File: src/rtl/dfs_pkg.sv
// Shared definitions for the DFS mode controller: mode encodings, FSM states,
// default parameters and the one-step mode decision helper.
package dfs_pkg;

    localparam logic [1:0] MODE_FAST   = 2'b00;
    localparam logic [1:0] MODE_MID_HI = 2'b01;
    localparam logic [1:0] MODE_MID_LO = 2'b10;
    localparam logic [1:0] MODE_SLOW   = 2'b11;

    typedef enum logic {
        ST_IDLE   = 1'b0,
        ST_SETTLE = 1'b1
    } dfs_state_e;

    localparam int DEF_WIN_LOG2      = 5;
    localparam int DEF_UP_TH         = 24;
    localparam int DEF_DN_TH         = 8;
    localparam int DEF_SETTLE_CYCLES = 16;

    // Saturating single step: faster wins over slower, never wraps past the ends.
    function automatic logic [1:0] mode_step(input logic [1:0] cur,
                                             input logic       go_fast,
                                             input logic       go_slow);
        if (go_fast && cur != MODE_FAST) return cur - 2'd1;
        if (go_slow && cur != MODE_SLOW) return cur + 2'd1;
        return cur;
    endfunction

endpackage

File: src/rtl/dfs_load_win.sv
// Free-running load window: counts busy cycles over 2^WIN_LOG2 cycles and
// presents the completed count on the final cycle of each window.
module dfs_load_win
    import dfs_pkg::*;
#(
    parameter int WIN_LOG2 = DEF_WIN_LOG2
) (
    input  logic              clk,
    input  logic              rst,
    input  logic              busy,
    output logic              win_end,
    output logic [WIN_LOG2:0] load
);

    localparam logic [WIN_LOG2-1:0] CNT_ONE = 1;

    logic [WIN_LOG2-1:0] win_cnt_q, win_cnt_d;
    logic [WIN_LOG2:0]   acc_q, acc_d;

    // load includes the current cycle so the full window is visible at win_end.
    always_comb begin
        win_end   = &win_cnt_q;
        load      = acc_q + {{WIN_LOG2{1'b0}}, busy};
        win_cnt_d = win_cnt_q + CNT_ONE;
        acc_d     = win_end ? '0 : load;
    end

    always_ff @(posedge clk) begin
        if (rst) begin
            win_cnt_q <= '0;
            acc_q     <= '0;
        end else begin
            win_cnt_q <= win_cnt_d;
            acc_q     <= acc_d;
        end
    end

endmodule

File: src/rtl/dfs_mode_ctrl.sv
// DFS mode controller: steps the clock-source select from measured window load,
// accepts software overrides, and holds off further changes while switching.
module dfs_mode_ctrl
    import dfs_pkg::*;
#(
    parameter int WIN_LOG2      = DEF_WIN_LOG2,
    parameter int UP_TH         = DEF_UP_TH,
    parameter int DN_TH         = DEF_DN_TH,
    parameter int SETTLE_CYCLES = DEF_SETTLE_CYCLES
) (
    input  logic              clk,
    input  logic              rst,
    input  logic              busy,
    input  logic              ovr_en,
    input  logic              ovr_valid,
    input  logic [1:0]        ovr_mode,
    output logic              ovr_ready,
    output logic [1:0]        mode,
    output logic              switching,
    output logic [WIN_LOG2:0] last_load
);

    localparam logic [WIN_LOG2:0] UP_T      = (WIN_LOG2 + 1)'(UP_TH);
    localparam logic [WIN_LOG2:0] DN_T      = (WIN_LOG2 + 1)'(DN_TH);
    localparam logic [7:0]        SETTLE_LD = 8'(SETTLE_CYCLES - 1);

    logic              win_end;
    logic [WIN_LOG2:0] load;

    dfs_load_win #(.WIN_LOG2(WIN_LOG2)) u_load_win (
        .clk     (clk),
        .rst     (rst),
        .busy    (busy),
        .win_end (win_end),
        .load    (load)
    );

    dfs_state_e        state_q, state_d;
    logic [1:0]        mode_q, mode_d;
    logic [7:0]        settle_cnt_q, settle_cnt_d;
    logic              switching_q, switching_d;
    logic [WIN_LOG2:0] last_load_q, last_load_d;
    logic [1:0]        auto_mode;
    logic              ovr_fire;

    assign ovr_ready = (state_q == ST_IDLE) & ~rst;
    assign mode      = mode_q;
    assign switching = switching_q;
    assign last_load = last_load_q;

    always_comb begin
        state_d      = state_q;
        mode_d       = mode_q;
        settle_cnt_d = settle_cnt_q;
        last_load_d  = last_load_q;
        ovr_fire     = ovr_valid & ovr_ready;
        auto_mode    = mode_step(mode_q, load >= UP_T, load <= DN_T);

        if (win_end) last_load_d = load;

        unique case (state_q)
            ST_IDLE: begin
                // An accepted override always pre-empts the window decision.
                if (ovr_fire) begin
                    if (ovr_mode != mode_q) begin
                        mode_d       = ovr_mode;
                        state_d      = ST_SETTLE;
                        settle_cnt_d = SETTLE_LD;
                    end
                end else if (win_end && !ovr_en && auto_mode != mode_q) begin
                    mode_d       = auto_mode;
                    state_d      = ST_SETTLE;
                    settle_cnt_d = SETTLE_LD;
                end
            end
            ST_SETTLE: begin
                if (settle_cnt_q == 8'd0) state_d = ST_IDLE;
                else                      settle_cnt_d = settle_cnt_q - 8'd1;
            end
            default: state_d = ST_IDLE;
        endcase

        switching_d = (state_d == ST_SETTLE);
    end

    always_ff @(posedge clk) begin
        if (rst) begin
            state_q      <= ST_IDLE;
            mode_q       <= MODE_FAST;
            settle_cnt_q <= '0;
            switching_q  <= 1'b0;
            last_load_q  <= '0;
        end else begin
            state_q      <= state_d;
            mode_q       <= mode_d;
            settle_cnt_q <= settle_cnt_d;
            switching_q  <= switching_d;
            last_load_q  <= last_load_d;
        end
    end

endmodule

File: config.mk
export PLATFORM = sky130hd
export DESIGN_NAME = dfs_mode_ctrl
export DESIGN_NICKNAME = d
export VERILOG_FILES = /design/src/rtl/dfs_pkg.sv /design/src/rtl/dfs_load_win.sv /design/src/rtl/dfs_mode_ctrl.sv
export SDC_FILE = /design/constraint.sdc
export NUM_CORES = 1
export LEC_CHECK = 0
export ABC_AREA = 1
export BUFFER_PORTS_ARGS = -buffer_cell sky130_fd_sc_hd__buf_4
export CORE_ASPECT_RATIO = 0.5
export CORE_MARGIN = 2
export CORE_UTILIZATION = 40
export DETAILED_ROUTE_END_ITERATION = 6
export SYNTH_ARGS = -nofsm -noshare
export SYNTH_HDL_FRONTEND = slang
export SYNTH_SLANG_ARGS = --single-unit
File: constraint.sdc
create_clock -name clk -period 4.1 [get_ports clk]
set_clock_uncertainty 0.15 [all_clocks]
set_input_delay 0.205 -clock clk [delete_from_list [all_inputs] [get_ports clk]]
set_output_delay 0.205 -clock clk [all_outputs]
set_load 0.02 [all_outputs]
Word-level counts from Yosys, hierarchy flattened. Cells that the tools add are included. W data, S select, Z words.

Word-level logic and storage cells: 56. Register bits after elaboration: 28.

Mux-type cells: 20. Order comparisons: 2. Add/sub/neg operators: 5. Bitwise logic cells: 4. Eq/ne operators: 7. Reductions and logical operators: 12.

Operators by type and width (number): $mux W8 (4); $pmux W8 S2 (1); $mux W2 (7); $logic_not A8 Y1 (1); $sub A8 B1 Y8 const B (1); $mux W1 (7); $add A6 B1 Y6 (1); $ge A6 B5 Y1 const B (1); $le A6 B4 Y1 const B (1); $ne A3 B2 Y1 const B (2); $reduce_and A3 Y1 (2); $add A5 B1 Y5 const B (1); $reduce_and A5 Y1 (1); $logic_and A1 B1 Y1 (4); $ne A2 B2 Y1 (2); $ne A2 B2 Y1 const B (2); $reduce_bool A2 Y1 (2); $add A2 B1 Y2 const B (1); $and A1 B1 Y1 (2); $ne A2 B1 Y1 const B (1); $not A1 Y1 (2); $pmux W1 S2 (1); $reduce_or A2 Y1 (1); $sub A2 B1 Y2 const B (1); $logic_not A1 Y1 (1).

Logic depth before layout (Yosys ltp). Gate-level depths: netlist (run 1).

Depth in word-level cells: 12. Gate-level depth with buffers: 13.

Cells and area by module. From an unflattened synthesis (run 1), not the netlist that was laid out.

Cells, all modules: 216. Area, all modules: 1614.0 sq um.

Modules (own cells, without submodules): dfs_mode_ctrl (sequential area each 340.3 sq um, times used 1, cells each 158, area each 1122.3 sq um); dfs_load_win (sequential area each 220.2 sq um, times used 1, cells each 58, area each 491.7 sq um).

Worst setup path before layout (run 1). Ideal clock, no wire load.

Kind: register -> register. Start: register u_load_win.win_cnt_q[0]. End: register settle_cnt_q[0]. Clock period less this slack: 1852 ps. Slack: 2248 ps. Path buffers: 1. Library setup time: 70 ps. Required time: 3880 ps. Data arrival time: 1632 ps. Cell stages (with the launch flop): 13. Path through: dfxtp_1 > ha_1 > nand2_1 > nor2_1 > ha_1 > inv_1 > nor3_1 > o21ai_0 > inv_2 > nand2_4 > buf_12 > nand3_2 > a21oi_2.

Word-level cells in the longest chain between the ends: 5.

RTL lines: from (decl) (RTL line dfs_load_win.sv:17) `logic [WIN_LOG2-1:0] win_cnt_q, win_cnt_d;`; from (signal assigned) (RTL line dfs_load_win.sv:33) `win_cnt_q <= win_cnt_d;`; $reduce_and A5 Y1 (RTL line dfs_load_win.sv:22) `win_end = &win_cnt_q;`; via u_load_win.win_end (RTL line dfs_load_win.sv:11) `output logic win_end,`; $logic_and A1 B1 Y1 (2 in series) (RTL line dfs_mode_ctrl.sv:70) `end else if (win_end && !ovr_en && auto_mode != mode_q) begin`; $ne A3 B2 Y1 (no line); $reduce_and A3 Y1 (no line); to (signal assigned) (RTL line dfs_mode_ctrl.sv:96) `settle_cnt_q <= settle_cnt_d;`; to (decl) (RTL line dfs_mode_ctrl.sv:40) `logic [7:0] settle_cnt_q, settle_cnt_d;`.

The timed path passes the listed nets, and every way through them passes these cells. A chain may end at the register's enable or synchronous reset.

Final worst setup path (run 1).
Start: register u_load_win.win_cnt_q[0]. End: register settle_cnt_q[5].

Same word-level chain as after synthesis.

==> results of run 1 <==
==> per-stage QoR <==
stage | power [mW] | hold WS [ns] | cells | worst slack, ns
6_report | 0.5900 | 0.08005 | 265 | 1.925
5_1_grt | 0.6254 | 0.07590 | 265 | 1.732
4_1_cts | 0.5974 | 0.07559 | 265 | 1.915
3_5_place_dp | 0.4270 | 0.2891 | 261 | 1.932
3_3_place_gp | 0.4259 | 0.2827 | 261 | 1.944
2_1_floorplan | 0.4012 | 0.1174 | 198 | 2.248
==> cell families (layout without fill, tap and decap cells) <==
group | count (synthesis) | in the layout | synth area share [%]
AND/OR/NAND/NOR | 106 | 106 | 36.61
flip-flops | 28 | 28 | 36.36
buffers and inverters | 28 | 44 | 7.955
AO/OA/AOI/OAI | 23 | 23 | 9.984
adder cells (fa/ha/maj) | 7 | 7 | 5.682
XOR/XNOR | 6 | 6 | 3.409
==> cells in the mapped netlist <==
cell      instances
nand2_1          33
dfxtp_1          28
nor2_1           26
inv_1            21
nand3_1          18
nand3_2          10
a21oi_2           8
o21ai_0           8
ha_1              7
xnor2_1           5
a21oi_1           4
nand2_2           4
nand2_4           4
nand4_1           3
clkbuf_1          2
inv_2             2
nor3_1            2
and2_1            1
buf_12            1
buf_2             1
clkinv_1          1
nand3_4           1
nor2_2            1
nor2_4            1
o21ai_1           1
o21bai_2          1
o31ai_1           1
or2_1             1
or2_2             1
xor2_1            1
==> routing by layer <==
| metal | vias up | wire length [µm] | GRT usage, % |
|---|---|---|---|
| li1 | 668 | - | - |
| met1 | 563 | 1488 | 17.81 |
| met2 | 10 | 1299 | 22.65 |
| met3 | 2 | 76 | 3.780 |
| met4 | 0 | 8 | 2.687 |
| met5 | - | 0 | 0 |
==> worst min-delay path by stage <==
stage | from | endpoint | slack (ns) | depth (start not counted)
after floorplan | rst | settle_cnt_q[1]$_SDFFE_PP0P_ | 0.12 | 1
after global placement | u_load_win.win_cnt_q[0]$_SDFF_PP0_ | u_load_win.win_cnt_q[0]$_SDFF_PP0_ | 0.28 | 1
after detailed placement | u_load_win.win_cnt_q[0]$_SDFF_PP0_ | u_load_win.win_cnt_q[0]$_SDFF_PP0_ | 0.29 | 1
after CTS | rst | settle_cnt_q[7]$_SDFFE_PP0P_ | 0.08 | 2
after global routing | rst | settle_cnt_q[7]$_SDFFE_PP0P_ | 0.08 | 2
final | rst | settle_cnt_q[7]$_SDFFE_PP0P_ | 0.08 | 2
==> report_power, final <==
group	switching [mW]	internal (mW)
Sequential	0.0158	0.285
Clock	0.0836	0.0860
Combinational	0.0709	0.0488
==> state kept, by name, indices dropped and copies added (netlist names) <==
register	flops
settle_cnt_q	8
switching	1
mode	2
u_load_win.acc_q	6
last_load	6
u_load_win.win_cnt_q	5
==> worst max-delay path: stages, from the launching register on <==
cell and delay (ns):
dfxtp_1 0.33, ha_1 0.21, nand2_1 0.08, nor2_1 0.05
ha_1 0.18, inv_1 0.20, nor3_1 0.07, o21ai_0 0.20
inv_2 0.08, nand2_4 0.19, nand2_2 0.15, nand2_1 0.12
a21oi_2 0.05
==> final cells by class <==
class / instances / area [µm²]
sequential: 28 / 560.5
multi-input combinational: 142 / 858.3
fill: 358 / 1818
clock buffer: 4 / 55.05
tap: 51 / 63.81
inverter: 24 / 90.09
timing repair buffer: 16 / 120.1
==> impl_metrics.env, run 1 <==
export IMPL_status="finished, final reports clean"
export IMPL_fin_util_pct=49.02
export IMPL_powerDensity_nw_per_um2=337.5
export IMPL_synth_cells=198
export IMPL_drive_gt1_share_pct=24.77
export IMPL_synth_area_leader_cell="dfxtp_1"
export IMPL_rows=15
export IMPL_fin_crit_ns=2.175
export IMPL_rsz0062_at_grt="no"
export IMPL_startpoint="u_load_win.win_cnt_q[0]$_SDFF_PP0_"
export IMPL_fmax_mhz=459.8
export IMPL_syn_area_um2=1541
export IMPL_finalCritPeriodShare_pct=53.04
export IMPL_crit_required_ns=4.12
export IMPL_placed_cell_area_um2=1693
export IMPL_postCtsResizedCells=0
export IMPL_tns_ns=0
export IMPL_grt_pass1_wl_um=4581
export IMPL_crit_type="register to register"
export IMPL_nNetsFinal=229
export IMPL_maxSlewHeadroom_pct=71.96
export IMPL_dieWidth_um=91.79
export IMPL_htreeDepth=1
export IMPL_initial_utilization_pct=43.23
export IMPL_avgSynthCellArea_um2=7.785
export IMPL_dr_pass1_iters=4
export IMPL_die_y_um=47.90
export IMPL_arrival_ns=2.19
export IMPL_wl_per_cell_um=10.84
export IMPL_grt_usage_pct=13.40
export IMPL_routed_via_density=4.691
export IMPL_root_buffer="clkbuf_8"
export IMPL_finalInstanceArea_um2=1748
export IMPL_die_area_um2=4396
export IMPL_crit_end="settle_cnt_q[5]$_SDFFE_PP0P_"
export IMPL_hpwl_um=2171
export IMPL_drc_errors=0
export IMPL_final_cell_mix="33 x nand2_1, 28 x dfxtp_1, 26 x nor2_1"
export IMPL_grt_overflow_total=0
export IMPL_ff2ff_setup_slack_ns=1.93
export IMPL_cp_end_kind="register"
export IMPL_diodes=0
export IMPL_cts_setup_buffers=0
export IMPL_holdCritPathClass="primary input to register"
export IMPL_syn_num_nets=212
export IMPL_cp_start_kind="register"
export IMPL_r2r_end="settle_cnt_q[5]$_SDFFE_PP0P_"
export IMPL_ys_types=30
export IMPL_clk_latency_ns=0.27
export IMPL_drv_slew=0
export IMPL_ant_nets=0
export IMPL_reg2reg_depth=12
export IMPL_clk_pin_slew_worst_paths_ns=0.09
export IMPL_hold_viol=0
export IMPL_cts_tree="built"
export IMPL_antenna_found_initial=0
export IMPL_setup_viol=0
export IMPL_numCtsBuffers=3
export IMPL_drv_cap=0
export IMPL_cts_hold_buffers=0
export IMPL_syn_to_final_growth_pct=13.39
export IMPL_tightest_slew_ns=0.4200
export IMPL_reg2reg_from="u_load_win.win_cnt_q[0]$_SDFF_PP0_"
export IMPL_wirelength_um=2873
export IMPL_grt_max_degree=16
export IMPL_leakage_nw=0.7338
export IMPL_synth_area_leaders="dfxtp_1 36%, nand2_1 8.0%, nand3_2 6.5%"
export IMPL_ioPinCount=17
export IMPL_gp_congestion=0.7928
export IMPL_clock_sinks=28
export IMPL_num_vias=1243
export IMPL_drtIter0Drc=83
export IMPL_worstPathMaxFanout=13
export IMPL_yosysTopAreaCellShare_pct=36.36
export IMPL_yosysWarnings=0
export IMPL_peakVddDrop_mv=0.1526
export IMPL_grt_pass1_vias=1044
export IMPL_ys_ff_latch=28
export IMPL_core_area_um2=3566
export IMPL_clockBufferDepth=2
export IMPL_ys_seq_area_share_pct=36.36
export IMPL_io_buffers=16
export IMPL_final_common_cell="nand2_1"
No activity file was read; power rests on OpenSTA's default activity.
==> run 2, diff against run 1 <==
clock period = 2 ns   (was 4.1 ns; I/O delays follow)
==> run 2 against run 1 <==
Against the previous run:
- non-clock buffer count rose by 8
- register-to-register slack got worse by 1.8 ns
- count of clock-buffer cells in the layout did not move
- clock power rose by 110%
- hold slack got worse by 0.051 ns
- die area did not move
- power rose by 110%
- via count rose by 0.97%
- critical path type unchanged
==> impl_metrics.env, run 2 (synthesis results as in run 1) <==
export IMPL_status="finished, final reports clean"
export IMPL_swShare_pct=28.77
export IMPL_root_buffer="clkbuf_8"
export IMPL_routed_via_density=4.597
export IMPL_crit_required_ns=2.06
export IMPL_clkPwrFrac_pct=28.4
export IMPL_fin_crit_ns=1.849
export IMPL_startpoint="u_load_win.acc_q[0]$_SDFF_PP0_"
export IMPL_clk_pin_slew_worst_paths_ns=0.10
export IMPL_place_ws_ns=0.06208
export IMPL_drv_slew=0
export IMPL_die_y_um=47.90
export IMPL_internal_power_mw=0.8818
export IMPL_core_area_um2=3566
export IMPL_ioPinCount=17
export IMPL_ff2ff_setup_slack_ns=0.15
export IMPL_htreeDepth=1
export IMPL_numCtsBuffers=3
export IMPL_clk_latency_ns=0.27
export IMPL_finalCritPeriodShare_pct=92.45
export IMPL_power_frac_comb_pct=22.0
export IMPL_largest_register="settle_cnt_q"
export IMPL_drv_cap=0
export IMPL_wl_per_cell_um=10.69
export IMPL_crit_end="settle_cnt_q[5]$_SDFFE_PP0P_"
export IMPL_instances_no_fill=273
export IMPL_hold_viol=0
export IMPL_cp_start_kind="register"
export IMPL_num_vias=1255
export IMPL_dr_pass1_iters=4
export IMPL_drc_errors=0
export IMPL_reg2reg_depth=13
export IMPL_nFillCells=362
export IMPL_grt_overflow_total=0
export IMPL_power_total_mw=1.238
export IMPL_p_sw_mw=0.3563
export IMPL_grt_usage_pct=14.19
export IMPL_maxSlewHeadroom_pct=75.94
export IMPL_clock_sinks=28
export IMPL_wirelength_um=2919
export IMPL_io_buffers=16
export IMPL_grt_pass1_wl_um=4878
export IMPL_gp_congestion=0.8691
export IMPL_holdCritPathClass="primary input to register"
export IMPL_largest_reg_flops=8
export IMPL_fmax_mhz=540.8
export IMPL_leakage_nw=0.7764
export IMPL_ant_nets=0
export IMPL_initial_utilization_pct=43.23
export IMPL_drtIter0Drc=57
export IMPL_cp_end_kind="register"
export IMPL_drive_gt1_share_pct=29.73
export IMPL_hpwl_um=2160
export IMPL_cts_tree="built"
export IMPL_powerDensity_nw_per_um2=665.4
export IMPL_placed_cell_area_um2=1750
export IMPL_grt_pass1_vias=1110
export IMPL_worstPathMaxFanout=9
export IMPL_r2r_end="settle_cnt_q[5]$_SDFFE_PP0P_"
export IMPL_reg2reg_from="u_load_win.acc_q[0]$_SDFF_PP0_"
export IMPL_arrival_ns=1.91
export IMPL_rows=15
export IMPL_final_cell_mix="32 x nand2_1, 26 x dfxtp_1, 25 x nor2_1"
export IMPL_setup_slack_ns=0.1509
export IMPL_peakVddDrop_mv=0.2941
export IMPL_final_common_cell="nand2_1"
export IMPL_tightest_slew_ns=0.3606
export IMPL_seqPwrFrac_pct=49.7
export IMPL_nNetsFinal=237
export IMPL_placedCellCount=267
export IMPL_finalInstanceArea_um2=1861
export IMPL_setup_viol=0
export IMPL_clockBufferDepth=2
export IMPL_dieWidth_um=91.79
export IMPL_antenna_found_initial=0
export IMPL_die_area_um2=4396
export IMPL_grt_max_degree=16
export IMPL_syn_to_final_growth_pct=20.70
export IMPL_diodes=0
export IMPL_crit_type="register to register"
## run 2: per-stage QoR
stage / hold WS, ns / TNS (ns) / utilization, %
floorplan: 0.01244 / 0 / -
global placement: 0.2636 / 0 / 49.09
detailed placement: 0.2684 / 0 / 49.09
CTS: 0.01665 / 0 / 50.91
global route: 0.03881 / -0.01459 / 52.18
finish: 0.02900 / 0 / 52.18
## run 2: area by class of cell
type	instances	area, µm²	share of cell area (%)
Inverter	24	90.09	4.842
Multi-Input combinational cell	142	893.4	48.02
Clock buffer	4	55.05	2.959
Sequential cell	28	563.0	30.26
Timing Repair Buffer	24	195.2	10.49
Tap cell	51	63.81	3.430
## run 2: repair_timing
item / in CTS / in global routing
resized for setup: 0 / 10
endpoints found under the hold margin: 11 / 0
endpoints found under the setup margin: 0 / 11
hold buffers: 1 / 0
buffers inserted: 0 / 1
## run 2: worst min-delay path by stage
stage,to,from,cells after the start
floorplan,settle_cnt_q[1]$_SDFFE_PP0P_,rst,1
global placement,settle_cnt_q[7]$_SDFFE_PP0P_,rst,2
detailed placement,settle_cnt_q[6]$_SDFFE_PP0P_,rst,2
CTS,mode[1]$_SDFFE_PP0P_,ovr_valid,4
global route,mode[1]$_SDFFE_PP0P_,ovr_valid,4
finish,mode[1]$_SDFFE_PP0P_,ovr_valid,4
## run 2: power by group through the flow
stage	clock [mW]	sequential, mW	combinational (mW)
floorplan	0	0.624	0.198
finish	0.352	0.615	0.272
CTS	0.365	0.613	0.266
global route	0.399	0.621	0.308
detailed placement	0	0.625	0.263
global placement	0	0.624	0.261
## run 2: routing by layer
| layer | routed length, µm | track usage (%) |
|---|---|---|
| met2 | 1362 | 25.15 |
| met1 | 1478 | 18.03 |
| met5 | 0 | 0 |
| met3 | 66 | 4.252 |
| met4 | 12 | 2.687 |
## run 2: worst max-delay path: stages (launching register included)
cell and delay, ns:
dfxtp_2 0.35, ha_4 0.14, ha_4 0.14, nand3_1 0.07, nand2_1 0.08, nand2_2 0.07
nand2_1 0.09, nand2_2 0.07, nand2_4 0.08, nand3_4 0.07, nand2_4 0.12, buf_12 0.14
nand3_2 0.06, a21oi_2 0.13
